### src/rtl/half_adder_dfa_seq.sv
// Clocked half adder / bit-serial adder with a two-state carry DFA.
// Optional HA_STICKY_CARRY_EN adds a registered sticky carry_seen flag.
module half_adder_dfa_seq #(
    parameter int CNT_W = 8
) (
    input  logic             clk,
    input  logic             rst_n,
    input  logic             in_valid,
    input  logic             a,
    input  logic             b,
    input  logic             mode,
    input  logic             clear_carry,
    output logic             s,
    output logic             c,
    output logic             out_valid,
    output logic             carry_state,
`ifdef HA_STICKY_CARRY_EN
    output logic             carry_seen,
`endif
    output logic [CNT_W-1:0] bit_cnt
);

    typedef enum logic {
        S_C0 = 1'b0,
        S_C1 = 1'b1
    } carry_state_t;

    carry_state_t state;
    logic         cin;
    logic         sum_next;
    logic         carry_next;

    assign carry_state = state;

    // In half-add mode the stored carry is ignored entirely.
    always_comb begin
        cin        = clear_carry ? 1'b0 : (state == S_C1);
        sum_next   = a ^ b;
        carry_next = a & b;
        if (mode) begin
            sum_next   = a ^ b ^ cin;
            carry_next = (a & b) | (a & cin) | (b & cin);
        end
    end

    always_ff @(posedge clk) begin
        if (!rst_n) begin
            s         <= 1'b0;
            c         <= 1'b0;
            out_valid <= 1'b0;
            state     <= S_C0;
            bit_cnt   <= '0;
`ifdef HA_STICKY_CARRY_EN
            carry_seen <= 1'b0;
`endif
        end else if (in_valid) begin
            out_valid <= 1'b1;
            s         <= sum_next;
            c         <= carry_next;
            if (mode) begin
                state   <= carry_next ? S_C1 : S_C0;
                bit_cnt <= (clear_carry ? '0 : bit_cnt) + CNT_W'(1);
            end else begin
                state   <= S_C0;
                bit_cnt <= '0;
            end
`ifdef HA_STICKY_CARRY_EN
            if (carry_next)
                carry_seen <= 1'b1;
            else if (clear_carry)
                carry_seen <= 1'b0;
`endif
        end else begin
            out_valid <= 1'b0;
        end
    end

endmodule

### config.mk
export PLATFORM = sky130hd
export DESIGN_NAME = half_adder_dfa_seq
export DESIGN_NICKNAME = d
export VERILOG_FILES = /design/src/rtl/half_adder_dfa_seq.sv
export SDC_FILE = /design/constraint.sdc
export NUM_CORES = 1
export LEC_CHECK = 0
export ABC_AREA = 1
export CORE_MARGIN = 1
export CORE_UTILIZATION = 40
export CTS_CLUSTER_SIZE = 24
export DETAILED_ROUTE_END_ITERATION = 10
export MAX_ROUTING_LAYER = met4
export PLACE_DENSITY_LB_ADDON = 0.15
export SLEW_MARGIN = 20
export SYNTH_ARGS = -nofsm -noshare
export SYNTH_HDL_FRONTEND = slang
export SYNTH_SLANG_ARGS = --single-unit
### constraint.sdc
create_clock -name clk -period 1.2 [get_ports clk]
set_input_delay 0.24 -clock clk [delete_from_list [all_inputs] [get_ports clk]]
set_output_delay 0.24 -clock clk [all_outputs]
set_load 0.03 [all_outputs]
==> metrics.md <==
| Metric | Value |
|---|---|
| Syn avg cell area | 6.86 um^2 |
| Crit Path Category | register to register |
| Final min period | 1.25 ns |
| WP data required | 1.41 ns |
| Mapped Cells | 100 |
| Residual DRC | 2 |
| Routed vias/inst | 4.85 |
| Clock skew | 0.00131 ns |
| Critical Path End Type | register |
| Grt ovf | 0 |
| Post-layout instance area | 0.00102 mm^2 |
| Pwr Total | 0.874 mW |
| Vias | 722 |
| Die extent in x | 43.4 um |
| First-pass DRT Iterations | 7 |
| Die Ht | 43.4 um |
| Fmax | 800 MHz |
| Synth area leaders | dfxtp_1 (35%), nand2_1 (16%), inv_1 (8.2%), nand3_1 (8.0%), a21oi_1 (7.3%) |
| Detailed Route WL | 1600 um |
| Synth Cell Area | 686 um^2 |
| Vias in the first global route | 652 |
| Initial antenna violation count | 0 |
| Clk_lat worst skew | 0.27 ns |
| Starting Density | 44.0% |
| Diodes inserted | 0 |
| Top-area cell type share of the netlist area | 35.0% |
| Register bit total from synthesis | 12 |
| Gpl congestion | 0.741 |
| Most frequent cells in the layout | nand2_1 (28), buf_4 (24), inv_1 (14) |
| Clk slew on worst S/H paths | 0.08 ns |
| Floorplan row count | 14 |
| Clock root cell | clkbuf_4 |
| Deepest clock path buffer count | 2 |
| Hold slack | 0.494 ns |
| Final Worst Setup Slack | -0.0507 ns |
| CP startpoint kind | register |
| Pins Over Slew Limit | 0 |
| Layout area overhead | 48.5% |
| Status | complete, but fails checks |
| PwrDens | 858 mW/mm^2 |
| Final setup violation count | 3 |
| WP data arrival | 1.47 ns |
| Pin count of the biggest net entering global routing | 9 |
| Fraction of final layout cells sized beyond drive strength 1 | 36.1% |
| CTS H-tree depth | 1 |
| Post-synth cell types | 21 |
| CTS tree | done |
| Max-Cap Viols | 0 |
| Num CTS Buffers | 3 |
| Sequential fraction of the synthesis area | 35.0% |
| Lkg Pwr | 0.460 nW |
| Nets | 144 |
| Failing checks | DRC, setup timing |
| Rel. slew slack | 82.2% |
| Port Buf Inserts | 18 |
| Area leader, netlist | dfxtp_1 |
| DIE AREA | 0.00188 mm^2 |
| Post-CTS Hold Buffers | 0 |
| Sink Count | 12 |
| Measured slew at the worst slew-check pin | 0.267 ns |
| Final period util | 104% |
| Starting DRT DRC Count | 11 |
| Total Routing Usage GR | 19.7% |
| Worst hold path class | register to register |
| Syn nets | 110 |
| First-pass GRT wire length | 2640 um |
| Core area | 0.00156 mm^2 |
| Commonest non-fill, non-tap cell in the layout | nand2_1 |
| Placed cell area | 946 um^2 |
| Dpl hpwl | 1190 um |
| Num ports | 19 |
| Post-route ant nets | 0 |
| RSZ-0062 raised after global routing | true |
| Yosys warnings | 0 |
| Endpoints failing hold | 0 |
| VDD IR max | 0.733 mV |
| Crit Path Max Fanout | 3 |
| Routed length per placed instance | 10.7 um |
==> sequential cells by signal, summed over array words and instances, names as in the netlist <==
name / count
bit_cnt: 8
c: 1
carry_state: 1
out_valid: 1
s: 1
==> path summary, 6_finish.rpt <==
| kind | startpoint | endpoint | slack (ns) | depth (start not counted) |
|---|---|---|---|---|
| hold / removal | bit_cnt[7]$_SDFFE_PN0P_ | bit_cnt[7]$_SDFFE_PN0P_ | 0.49 | 2 |
| setup reg to reg | bit_cnt[0]$_SDFFE_PN0P_ | bit_cnt[6]$_SDFFE_PN0P_ | -0.05 | 9 |
| hold reg to reg | bit_cnt[7]$_SDFFE_PN0P_ | bit_cnt[7]$_SDFFE_PN0P_ | 0.49 | 2 |
| setup / recovery | bit_cnt[0]$_SDFFE_PN0P_ | bit_cnt[6]$_SDFFE_PN0P_ | -0.05 | 9 |
==> worst max-delay path, cell delays in order (launching register included) <==
cell	delay (ns)
dfxtp_4	0.36
nand2_4	0.05
inv_1	0.05
ha_2	0.20
nand3_4	0.10
nor2_4	0.13
nand2_1	0.06
nand2_1	0.07
nand3_2	0.06
a21oi_2	0.12
==> layout make-up <==
type | count | area [um^2]
timing repair buffer | 30 | 236
fill | 154 | 541
sequential | 12 | 253
multi-input combinational | 70 | 407
inverter | 17 | 66.3
tap | 16 | 20.0
clock buffer | 4 | 36.3
==> where the power goes <==
part | switching, mW | total [mW] | internal [mW]
Combinational | 0.0768 | 0.138 | 0.0615
Clock | 0.143 | 0.328 | 0.184
Sequential | 0.00548 | 0.408 | 0.402
Total | 0.226 | 0.874 | 0.648
==> per-layer routing <==
| metal | vias up | GRT usage [%] | wire length [um] |
|---|---|---|---|
| met5 | - | - | 0 |
| met4 | 0 | 11.3 | 14 |
| met3 | 2 | 2.50 | 55 |
| met2 | 14 | 31.2 | 785 |
| met1 | 321 | 24.2 | 747 |
| li1 | 385 | - | - |
==> cell usage after synthesis <==
cell type	number
o22ai_1	1
nand3b_1	2
or2_2	1
nor2_1	5
fa_1	1
o21ai_0	1
nand3_1	11
nor2_4	2
ha_1	2
nand2_1	29
nand2_2	1
clkinv_1	1
dfxtp_1	12
inv_4	1
nand3_2	1
nor2_2	1
nand2_4	1
a21oi_1	10
buf_2	1
inv_1	15
o211ai_1	1
==> timing repair <==
action,CTS,global route
endpoints found under the setup margin,9,4
resized for setup,6,4
setup buffers,1,1
pin swaps,3,2
==> cells by family after synthesis <==
logic type	count (synthesis)	share of synthesized area, %
adders and majority gates	3	6.57
buffers and inverters	18	10.4
AOI/OAI and AO/OA	13	10.0
and+or+nand+nor	54	38.0
DFF	12	35.0
==> through the flow <==
| step | utilization [%] | setup WS [ns] | TNS, ns | std cells |
|---|---|---|---|---|
| 3_5_place_dp | 60.7 | -0.516 | -4.27 | 143 |
| 4_1_cts | 63.9 | -0.0544 | -0.0744 | 148 |
| 5_1_grt | 65.3 | -0.128 | -0.412 | 149 |
| 6_report | 65.3 | -0.0507 | -0.0735 | 149 |
| 3_3_place_gp | 60.7 | -0.478 | -3.93 | 143 |
| 2_1_floorplan | - | -0.0311 | -0.0625 | 100 |
Power figures use the tool's default switching activity.
